File: src/rtl/pwm_bank.sv
// pwm_bank
//   Multi-channel, register-mapped PWM generator. Each channel has its own
//   phase counter, double-buffered on/off times, continuous or one-shot
//   mode, output inversion and a sticky completion flag feeding irq.
//
// Ports
//   clock      system clock
//   reset      asynchronous, active-high reset
//   wr_strobe  single-cycle synchronized write pulse
//   rd_strobe  single-cycle synchronized read pulse
//   addr       register address
//   wdata      write data
//   rdata      registered read data, held until the next read
//   pwm_out    registered PWM outputs, one per channel
//   irq        registered OR of (done & irq_en) over all channels
//
// Register map (channel c at BASE+3c)
//   +0 ON, +1 OFF, +2 CTRL {busy(ro), irq_en, invert, oneshot, enable}
//   BASE+3*CHANNELS: STATUS, bit c = done[c], write-1-to-clear
module pwm_bank #(
    parameter int unsigned          CHANNELS  = 4,
    parameter int unsigned          CNT_WIDTH = 16,
    parameter int unsigned          ADD_WIDTH = 6,
    parameter logic [ADD_WIDTH-1:0] BASE      = 6'h10
) (
    input  logic                 clock,
    input  logic                 reset,
    input  logic                 wr_strobe,
    input  logic                 rd_strobe,
    input  logic [ADD_WIDTH-1:0] addr,
    input  logic [CNT_WIDTH-1:0] wdata,
    output logic [CNT_WIDTH-1:0] rdata,
    output logic [CHANNELS-1:0]  pwm_out,
    output logic                 irq
);

    typedef enum logic [1:0] {
        S_IDLE = 2'd0,
        S_ON   = 2'd1,
        S_OFF  = 2'd2
    } state_t;

    // Programmer-visible registers
    logic [CNT_WIDTH-1:0] on_q   [CHANNELS];
    logic [CNT_WIDTH-1:0] on_d   [CHANNELS];
    logic [CNT_WIDTH-1:0] off_q  [CHANNELS];
    logic [CNT_WIDTH-1:0] off_d  [CHANNELS];
    logic [CHANNELS-1:0]  en_q, en_d;
    logic [CHANNELS-1:0]  os_q, os_d;
    logic [CHANNELS-1:0]  inv_q, inv_d;
    logic [CHANNELS-1:0]  ie_q, ie_d;
    logic [CHANNELS-1:0]  done_q, done_d;

    // Per-channel engine state
    state_t               state_q [CHANNELS];
    state_t               state_d [CHANNELS];
    logic [CNT_WIDTH-1:0] cnt_q   [CHANNELS];
    logic [CNT_WIDTH-1:0] cnt_d   [CHANNELS];
    logic [CNT_WIDTH-1:0] ons_q   [CHANNELS];
    logic [CNT_WIDTH-1:0] ons_d   [CHANNELS];
    logic [CNT_WIDTH-1:0] offs_q  [CHANNELS];
    logic [CNT_WIDTH-1:0] offs_d  [CHANNELS];

    // Outputs
    logic [CNT_WIDTH-1:0] rdata_q, rdata_d;
    logic [CHANNELS-1:0]  pwm_q, pwm_d;
    logic                 irq_q, irq_d;

    logic [CHANNELS-1:0]  done_set;
    logic [CHANNELS-1:0]  done_clr;
    logic [CHANNELS-1:0]  period_end;

    function automatic logic [ADD_WIDTH-1:0] reg_addr(input int unsigned idx);
        return ADD_WIDTH'(32'(BASE) + idx);
    endfunction

    localparam int unsigned STATUS_IDX = 3 * CHANNELS;

    always_comb begin
        en_d       = en_q;
        os_d       = os_q;
        inv_d      = inv_q;
        ie_d       = ie_q;
        done_set   = '0;
        done_clr   = '0;
        period_end = '0;
        rdata_d    = rdata_q;
        pwm_d      = '0;
        for (int unsigned c = 0; c < CHANNELS; c++) begin
            on_d[c]    = on_q[c];
            off_d[c]   = off_q[c];
            state_d[c] = state_q[c];
            cnt_d[c]   = cnt_q[c];
            ons_d[c]   = ons_q[c];
            offs_d[c]  = offs_q[c];
        end

        // Bus writes; unmapped addresses fall through untouched
        if (wr_strobe) begin
            for (int unsigned c = 0; c < CHANNELS; c++) begin
                if (addr == reg_addr(3 * c)) begin
                    on_d[c] = wdata;
                end
                if (addr == reg_addr(3 * c + 1)) begin
                    off_d[c] = wdata;
                end
                if (addr == reg_addr(3 * c + 2)) begin
                    en_d[c]  = wdata[0];
                    os_d[c]  = wdata[1];
                    inv_d[c] = wdata[2];
                    ie_d[c]  = wdata[3];
                end
            end
            if (addr == reg_addr(STATUS_IDX)) begin
                done_clr = wdata[CHANNELS-1:0];
            end
        end

        // Bus reads; a simultaneous write suppresses the read so rdata holds
        if (rd_strobe && !wr_strobe) begin
            rdata_d = '0;
            for (int unsigned c = 0; c < CHANNELS; c++) begin
                if (addr == reg_addr(3 * c)) begin
                    rdata_d = on_q[c];
                end
                if (addr == reg_addr(3 * c + 1)) begin
                    rdata_d = off_q[c];
                end
                if (addr == reg_addr(3 * c + 2)) begin
                    rdata_d = CNT_WIDTH'({(state_q[c] != S_IDLE), ie_q[c],
                                          inv_q[c], os_q[c], en_q[c]});
                end
            end
            if (addr == reg_addr(STATUS_IDX)) begin
                rdata_d = CNT_WIDTH'(done_q);
            end
        end

        // Channel engines act on the registered CTRL, so a CTRL write is
        // seen one edge after it lands.
        for (int unsigned c = 0; c < CHANNELS; c++) begin
            if (!en_q[c]) begin
                state_d[c] = S_IDLE;
                cnt_d[c]   = '0;
            end else begin
                unique case (state_q[c])
                    S_IDLE: begin
                        ons_d[c]   = on_q[c];
                        offs_d[c]  = off_q[c];
                        cnt_d[c]   = '0;
                        state_d[c] = (on_q[c] == '0) ? S_OFF : S_ON;
                    end
                    S_ON: begin
                        if (cnt_q[c] == ons_q[c] - CNT_WIDTH'(1)) begin
                            cnt_d[c] = '0;
                            if (offs_q[c] == '0) begin
                                period_end[c] = 1'b1;
                            end else begin
                                state_d[c] = S_OFF;
                            end
                        end else begin
                            cnt_d[c] = cnt_q[c] + CNT_WIDTH'(1);
                        end
                    end
                    S_OFF: begin
                        // off_s==0 only reaches here with on_s==0: one
                        // inactive cycle per period.
                        if (offs_q[c] == '0 ||
                            cnt_q[c] == offs_q[c] - CNT_WIDTH'(1)) begin
                            period_end[c] = 1'b1;
                        end else begin
                            cnt_d[c] = cnt_q[c] + CNT_WIDTH'(1);
                        end
                    end
                    default: begin
                        state_d[c] = S_IDLE;
                        cnt_d[c]   = '0;
                    end
                endcase

                if (period_end[c]) begin
                    cnt_d[c] = '0;
                    if (os_q[c]) begin
                        // Completion overrides any CTRL write landing now
                        state_d[c]  = S_IDLE;
                        en_d[c]     = 1'b0;
                        done_set[c] = 1'b1;
                    end else begin
                        ons_d[c]   = on_q[c];
                        offs_d[c]  = off_q[c];
                        state_d[c] = (on_q[c] == '0) ? S_OFF : S_ON;
                    end
                end
            end

            pwm_d[c] = inv_d[c] ^ (state_d[c] == S_ON);
        end

        // A completion on the same edge as a W1C clear keeps the flag set
        done_d = (done_q & ~done_clr) | done_set;
        irq_d  = |(done_q & ie_q);
    end

    always_ff @(posedge clock or posedge reset) begin
        if (reset) begin
            en_q    <= '0;
            os_q    <= '0;
            inv_q   <= '0;
            ie_q    <= '0;
            done_q  <= '0;
            rdata_q <= '0;
            pwm_q   <= '0;
            irq_q   <= 1'b0;
            for (int unsigned c = 0; c < CHANNELS; c++) begin
                on_q[c]    <= '0;
                off_q[c]   <= '0;
                state_q[c] <= S_IDLE;
                cnt_q[c]   <= '0;
                ons_q[c]   <= '0;
                offs_q[c]  <= '0;
            end
        end else begin
            en_q    <= en_d;
            os_q    <= os_d;
            inv_q   <= inv_d;
            ie_q    <= ie_d;
            done_q  <= done_d;
            rdata_q <= rdata_d;
            pwm_q   <= pwm_d;
            irq_q   <= irq_d;
            for (int unsigned c = 0; c < CHANNELS; c++) begin
                on_q[c]    <= on_d[c];
                off_q[c]   <= off_d[c];
                state_q[c] <= state_d[c];
                cnt_q[c]   <= cnt_d[c];
                ons_q[c]   <= ons_d[c];
                offs_q[c]  <= offs_d[c];
            end
        end
    end

    assign rdata   = rdata_q;
    assign pwm_out = pwm_q;
    assign irq     = irq_q;

endmodule

File: config.mk
export PLATFORM = sky130hd
export DESIGN_NAME = pwm_bank
export DESIGN_NICKNAME = d
export VERILOG_FILES = /design/src/rtl/pwm_bank.sv
export SDC_FILE = /design/constraint.sdc
export NUM_CORES = 1
export LEC_CHECK = 0
export ABC_AREA = 1
export CAP_MARGIN = 20
export CORE_MARGIN = 10
export CORE_UTILIZATION = 55
export CTS_BUF_LIST = sky130_fd_sc_hd__clkbuf_4
export DETAILED_ROUTE_END_ITERATION = 6
export GPL_TIMING_DRIVEN = 0
export PLACE_DENSITY_LB_ADDON = 0.12
export SYNTH_ARGS = -nofsm -noshare
export SYNTH_HDL_FRONTEND = slang
export SYNTH_SLANG_ARGS = --single-unit
File: constraint.sdc
create_clock -name clock -period 17.4 [get_ports clock]
set_input_delay 3.48 -clock clock [delete_from_list [all_inputs] [get_ports clock]]
set_output_delay 3.48 -clock clock [all_outputs]
set_load 0.05 [all_outputs]
# Yosys cells after proc, flatten, opt, wreduce, memory -nomap -nowiden
# Index checks and enable logic that the tools add are counted.
# Widths: inputs -> output; s select.
# word_totals
ff_bits	369
latchBits	0
ram_bits	0
rom_bits	0
in_bits	26
output_inout_bits	21
wordCells	271
memories	0
# classes
add_sub_neg	12
multipliers	0
div_mod_pow	0
n_lt_le_gt_ge	0
n_eq_ne	37
shifts	0
mux	141
bitwise	8
n_reduce_logical	35
# op_table
operator	n
$mux 16	53
$eq 16x16->1	8
$logic_not 16->1	8
$pmux 16 s2	4
$sub 16x1->16 const B	8
$eq 6x5->1 const B	13
$add 16x1->16 const B	4
$mux 1	48
$mux 2	24
$pmux 2 s3	4
$reduce_and 2->1	12
$eq 2x1->1 const B	8
$mux 4	4
$ne 4x4->1 const B	4
$and 4x4->4	2
$eq 2x2->1 const B	4
$logic_not 2->1	4
$pmux 1 s2	4
$reduce_bool 2->1	4
$logic_or 1x1->1	4
$not 4->4	1
$or 4x4->4	1
$reduce_or 4->1	1
$xor 1x1->1	4
2 further kinds	2

# Depth between registers and ports, before layout
# Gate-level depths: netlist of the first run.
# logic_depth
ltp_word	14
mapped_depth	23

# Worst setup path before layout of the first run
# Ideal clock, no wire load.
# synth_timing
path_type	input-to-reg
from	input addr[5]
to	register rdata_q[0], in the netlist rdata[0]
setup_ps	118
arrival_ps	4881
path_slack_ps	12402
stages	12
path_buffers	1
cell_sequence	inv_1 -> nand2_1 -> nor2_1 -> nand2_1 -> clkbuf_1 -> o21ai_0 -> nor4_1 -> o221ai_1 -> nor3_1 -> o2111ai_1 -> nand2_1 -> nand2_1
# synth_between
elab_chain_len	14
word_cells_on_any_way	26
# synth_rtl
element	line_no	text
start: declaration	30	input logic [ADD_WIDTH-1:0] addr,
$eq 6x5->1	123	if (addr == reg_addr(3 * c)) begin
$mux 16	123	
$mux 16	126	if (addr == reg_addr(3 * c + 1)) begin
$mux 16	129	if (addr == reg_addr(3 * c + 2)) begin
$mux 16	123	
$mux 16	126	
$mux 16	129	
$mux 16	123	
$mux 16	126	
$mux 16	129	
$mux 16	123	
$mux 16	126	
$mux 16	129	
$mux 16 *	134	if (addr == reg_addr(STATUS_IDX)) begin
end signal: assignment	228	rdata_q <= rdata_d;
end: declaration	65	logic [CNT_WIDTH-1:0] rdata_q, rdata_d;
# Every way passes the cells marked *; elsewhere a longest branch is shown, timed or not.
# A chain may end at the register's enable or synchronous reset.

# Worst setup path in the final report of the first run
# layout_timing
from	input addr[2]
to	register rdata_q[9], in the netlist rdata[9]
# The elaborated chain is that of the path after synthesis.

==> metrics.md, run 1 <==
| Metric | Value |
|---|---|
| Status | complete, no violations |
| Pleak | about 13 nW |
| Worst setup path endpoint | rdata[9] |
| Critical Path End Type | flop |
| Postcts setup bufs | 0 |
| Vias in the first global route | 21700 |
| Root buf cell | clkbuf_4 |
| GPL Wtd Cong | around 1 |
| Unique cell type count in the Yosys netlist | 57 |
| TritonCTS clock tree | done |
| GRT Util Overall | 29.00% |
| Yosys warning total | 0 |
| Port Buf Inserts | 46 |
| Worst setup SP type | input port |
| Least-Margin Pin Slew | approximately 1.1 ns |
| CP most frequent cell | a21oi_1 |
| Register area | roughly 0.009 mm^2 |
| Die Y | 227.6 um |
| Commonest non-fill, non-tap cells in the layout | nand2_1 (893), inv_1 (421), dfrtp_1 (369), nor2_1 (302), o21ai_0 (263) |
| Synth top area share | 38.95% |
| Asr flop ratio synth | between 90% and 100% |
| Slew margin rel. | 25.51% |
| CP startpoint | addr[2] |
| NumNets Final | 3481 |
| DRT Pass-1 Iters | 6 |
| Initial Utilization | 55.28% |
| Die Span X | 227.6 um |
| Synthesis-to-finish area growth | 11.11% |
| Wirelength per Cell | 18.25 um |
| Row count | 76 |
| Inst Count DP | 3907 |
| Total gr overflow | 0 |
| Crit share post-route | ~33% |
| Routed vias | 23130 |
| Cells along the critical path | clkdlybuf4s50_1 -> inv_1 -> nand2_1 -> nor2_1 -> nand2_1 -> clkbuf_1 -> o22ai_1 -> a21oi_1 -> o221ai_1 -> a21oi_1 -> o21ai_0 -> a21oi_1 -> o21ai_0 |
| ANT nets after route | 0 |
| Max Fanout on Critical Path | 10 |
| Post-synth EDFFs | 0 |
| Design Area, Final | about 0.026 mm^2 |
| Critical path class | in -> reg |
| Vias per cell | about 5.6 |
| Cts bufs inserted | around 100 |
| Final-report setup violation count | 0 |
| Mapped cell area | 0.02371 mm^2 |
| Synthesis-stage register bit count | 369 |
| Setup WS post-layout | around 12 ns |
| Sequential share of the synthesized area | 38.95% |
| IR drop worst, VDD | 121.6 uV |
| DR iter-0 viols | between 2000 and 2500 |
| DP HPWL | 56920 um |
| Io pins | 47 |
| Final min period | 5.730 ns |
| PD cells | 182.3 mW/mm^2 |
| Gate Count Post-Synth | around 3300 |
| CP max stage delay | 0.56 ns |
| Clock transition at the registers of the reported paths | 0.06 ns |
| PostCTS Resize Cnt | 0 |
| Core Region | 0.04289 mm^2 |
| First-pass GRT wire length | ~120000 um |
| Critical path arrival | 6.43 ns |
| Worst slack, placed | 10.94 ns |
| CTS Hold Bufs | 0 |
| Worst r2r path cells | 17 |
| RSZ-0062 raised after global routing | no |
| CP max stage cell | clkdlybuf4s50_1 |
| Die area | approximately 0.052 mm^2 |
| Post-Route WL | 74790 um |
| Yosys top cell by area | dfrtp_1 |
| # Max-Cap Violations | 0 |
| TNS Setup | 0 ns |
| CTS sink count | 369 |
| Filler instances | 4028 |
| Finished Layout Cells | 4098 |
| Reg2reg end | cnt_q[50] |
| Worst Clk Skew | 0.05089 ns |
| Max Fclk | between 0.15 and 0.2 GHz |
| RR Startpoint | ons_q[48] |
| Final Hold Vio Count | 0 |
| Multi-input gate area | 0.01229 mm^2 |
| DP Area | 0.02499 mm^2 |
| Post-layout util | 61.42% |
| Largest net degree at the start of global routing | between 100 and 150 |
| Largest cells by area after synthesis | dfrtp_1 (39%), nand2_1 (14%), inv_1 (6.7%) |
| Max clock buf depth | 3 |
| Synth Flop Type | dfrtp_1 |
| Antenna violations before repair | 4 |
| Most common library cell in the layout ignoring fill and taps | nand2_1 |
| Fraction of layout cells with a size suffix above 1 | 12.12% |
| Syn_nets | around 3300 |
| Avg Inst Size Synth | 7.243 um^2 |
| CTS H-Tree Depth | 3 |
| Post-route DRC | 0 |
| Critical Path RT | approximately 18 ns |
| Worst Hold Class | reg -> reg |
| Max-slew violations | 0 |
| Setup slack, reg-to-reg | 14.18 ns |
| Clk_lat worst skew | roughly 0.86 ns |
metal layers:
metal,part of all wire (%),global-route usage [%]
met2,45,44.51
met1,43,39.77
met3,8.5,5.876
met4,3.4,10.96
met5,0,0
final cells by class:
class | count | area share, %
Multi-Input combinational cell | 2376 | 46.66
Sequential cell | 369 | 35.06
Inverter | 437 | 6.256
Clock buffer | 142 | 4.047
Tap cell | 585 | 2.779
Timing Repair Buffer | 49 | 2.062
Buffer | 91 | 2.062
Clock inverter | 42 | 1.017
Antenna cell | 7 | 0.06650
report_power, final:
part	internal [W]	switching [W]
sequential	0.00105	0.000252
clock	0.000435	0.000386
combinational	0.000927	0.00175
total	0.00241	0.00239
kinds of logic after synthesis:
group | count (synthesis) | synth area share [%]
AO/OA/AOI/OAI | 552 | 14.56
XOR/XNOR | 126 | 4.745
adder cells (fa/ha/maj) | 28 | 1.478
buffers and inverters | 528 | 9.210
flip-flops | 369 | 38.95
AND/OR/NAND/NOR | 1670 | 31.06
flip-flops by register name, summed over array words and instances (netlist names):
signal   cells
on_q        64
state_q      8
cnt_q       64
inv_q        4
ie_q         4
rdata       16
off_q       64
offs_q      64
ons_q       64
pwm_out      4
en_q         4
done_q       4
os_q         4
irq          1
worst max-delay path, delay by kind of cell:
family,cells,cell delay (ns)
AOI/OAI and AO/OA,7,1.50
buffers and inverters,3,1.07
and+or+nand+nor,3,0.37
Yosys cell counts, types with 9 or more instances:
| cell | number |
|---|---|
| inv_2 | 13 |
| buf_6 | 24 |
| a21oi_1 | 74 |
| nand3b_1 | 14 |
| nand2_2 | 25 |
| buf_2 | 9 |
| nand4_1 | 108 |
| o21ai_0 | 263 |
| xor2_1 | 80 |
| nor3_1 | 46 |
| inv_1 | 422 |
| ha_1 | 28 |
| nor2_4 | 17 |
| o221ai_1 | 11 |
| dfrtp_1 | 369 |
| o22ai_1 | 17 |
| o21ai_2 | 114 |
| nand2_1 | 893 |
| nor2_2 | 23 |
| nand3_1 | 192 |
| a21oi_2 | 10 |
| o21ai_1 | 16 |
| xnor2_1 | 44 |
| o211ai_1 | 11 |
| clkbuf_1 | 50 |
| nor2_1 | 302 |
worst min path at each step:
stage / end / depth (start not counted) / start
2_1_floorplan: ie_q[1] / 2 / ie_q[1]
3_3_place_gp: on_q[25] / 2 / on_q[25]
3_5_place_dp: off_q[44] / 2 / off_q[44]
4_1_cts: off_q[39] / 2 / off_q[39]
5_1_grt: off_q[38] / 2 / off_q[38]
6_report: off_q[39] / 2 / off_q[39]
through the flow:
stage / hold slack (ns) / power, W
detailed placement: 0.4724 / 0.003953
floorplan: 0.4530 / 0.003355
global placement: 0.4648 / 0.003892
global route: 0.4989 / 0.005244
CTS: 0.4875 / 0.004791
finish: 0.4832 / 0.004802
Power figures use the tool's default switching activity.
==> run 2: changes to the inputs <==
Clock period 17.4 ns to 4.95 ns, I/O delays scaled along.
==> run 2 against run 1 <==
  * Cell count down 0.27%
  * Clock-buffer cell count down 8
  * Critical path depth is 2 higher
  * Critical endpoint is now cnt_q[37]
  * Via count decreased by 1.0%
  * Sequential share of layout area is essentially flat
  * Register-to-register slack lost 12 ns
  * Clock power grew to 3.3 times the previous value
  * Highest routed layer unchanged
==> metrics.md, run 2 (synthesis results as in run 1) <==
| Metric | Value |
|---|---|
| Status | complete, no violations |
| Setup WS post-layout | approximately 1.7 ns |
| Routed vias | 22890 |
| Final min period | 3.260 ns |
| Most common library cell in the layout ignoring fill and taps | nand2_1 |
| Post-route DRC | 0 |
| CTS sink count | 369 |
| DRT Pass-1 Iters | 7 |
| Finished Layout Cells | 4087 |
| Met2 global-route usage | 44.04% |
| Total gr overflow | 0 |
| Core Region | 0.04289 mm^2 |
| Wirelength per Cell | 17.90 um |
| Slew margin rel. | 29.41% |
| Pwr Total | roughly 0.017 W |
| RSZ-0062 raised after global routing | no |
| Worst Hold Path EP | off_q[43] |
| Worst r2r path cells | 15 |
| Hold Crit Start | off_q[43] |
| Hold Crit Depth | 2 |
| Cts bufs inserted | just under 100 |
| Max Fclk | 0.3067 GHz |
| # Max-Cap Violations | 0 |
| ANT nets after route | 0 |
| Row count | 76 |
| Filler instances | 4034 |
| Grt met3 use | between 6 and 7% |
| NumNets Final | approximately 3500 |
| Max clock buf depth | 3 |
| First-pass GRT wire length | 115400 um |
| Worst Clk Skew | between 0.06 and 0.07 ns |
| CTS Hold Bufs | 0 |
| Vias in the first global route | 21480 |
| Vias per cell | 5.601 |
| Synthesis-to-finish area growth | 11.07% |
| Die Y | 227.6 um |
| Critical Path End Type | flop |
| Fraction of layout cells with a size suffix above 1 | 12.12% |
| Final-report setup violation count | 0 |
| Die Span X | roughly 230 um |
| GRT Util Overall | 28.41% |
| Least-Margin Pin Slew | 1.049 ns |
| DP HPWL | approximately 56000 um |
| TritonCTS clock tree | done |
| Hold Slack | roughly 0.48 ns |
| RR Startpoint | offs_q[32] |
| Pleak | about 13 nW |
| DR iter-0 viols | 2414 |
| IR drop worst, VDD | between 400 and 500 uV |
| Crit share post-route | 65.86% |
| Worst slack, placed | 0.9739 ns |
| Clock transition at the registers of the reported paths | 0.07 ns |
| Antenna violations before repair | 2 |
| PostCTS Resize Cnt | 0 |
| Inst Count DP | 3914 |
| GR Layer Usage met1 | 38.53% |
| Critical Path RT | roughly 5.7 ns |
| Setup slack, reg-to-reg | 1.69 ns |
| Multi-input gate area | around 0.012 mm^2 |
| Critical path arrival | roughly 4.0 ns |
| Reg2reg end | cnt_q[37] |
| Clk_lat worst skew | 0.91 ns |
| Max-slew violations | 0 |
| GPL Wtd Cong | 1.006 |
| Max Fanout on Critical Path | 10 |
| Critical path class | reg -> reg |
| Post-Route WL | 73170 um |
| Initial Utilization | ~55% |
| Die area | 0.05181 mm^2 |
| Largest net degree at the start of global routing | 44 |
| Final Hold Vio Count | 0 |
| CTS H-Tree Depth | 3 |
| Register area | 0.009234 mm^2 |
| Port Buf Inserts | between 40 and 50 |
| Worst setup SP type | flop |
| Commonest non-fill, non-tap cells in the layout | nand2_1 (893), inv_1 (421), dfrtp_1 (369), nor2_1 (302), o21ai_0 (263) |
| PD cells | 633.1 mW/mm^2 |
| Post-layout util | ~61% |
| GRT Max-Usage Layer | met2 |
| Worst Hold Class | reg -> reg |
| Root buf cell | clkbuf_4 |
| Io pins | 47 |
| Postcts setup bufs | 0 |
==> run 2: final cells by class <==
class,instances,share of cell area [%]
clock inverter,35,0.8078
multi-input combinational,2376,46.67
antenna,4,0.03801
timing repair buffer,56,2.509
inverter,437,6.244
tap,585,2.780
clock buffer,134,3.820
sequential,369,35.07
buffer,91,2.062
==> run 2: metrics by stage <==
| step | setup TNS [ns] | area [um^2] |
|---|---|---|
| after global placement | -1277.55 | 24900 |
| final | 0 | 26330 |
| after detailed placement | 0 | 25100 |
| after global routing | 0 | 26330 |
| after CTS | 0 | 26320 |
| after floorplan | -366.11 | 23710 |
==> run 2: critical path, stage by stage (launching register included) <==
cell      delay (ns)
dfrtp_1         0.41
clkinv_1        0.30
ha_1            0.34
or2_2           0.31
nand3_1         0.07
nand2_1         0.07
nor3_1          0.18
nor3b_1         0.26
nand2_1         0.12
nand2_1         0.10
nand2_1         0.06
nand2_1         0.08
nand2_1         0.17
nand4_1         0.27
clkbuf_2        0.28
o21ai_0         0.11
==> run 2: how the worst max path moves through the flow <==
stage,from,end,slack [ns]
detailed placement,addr[3],rdata[9],0.97
finish,offs_q[32],cnt_q[37],1.69
floorplan,reset,cnt_q[0],-0.99
global route,offs_q[32],cnt_q[36],1.48
CTS,offs_q[32],cnt_q[36],1.75
global placement,reset,ons_q[24],-3.50
==> run 2: metal layers <==
metal  part of all wire [%]  wire length, um
met5                      0                0
met4                    2.8             2075
met3                    9.0             6571
met2                     45            33060
met1                     43            31460
==> run 2: power breakdown <==
part           switching (W)  internal [W]
registers           0.000889       0.00370
logic                0.00611       0.00327
clock network        0.00135       0.00136
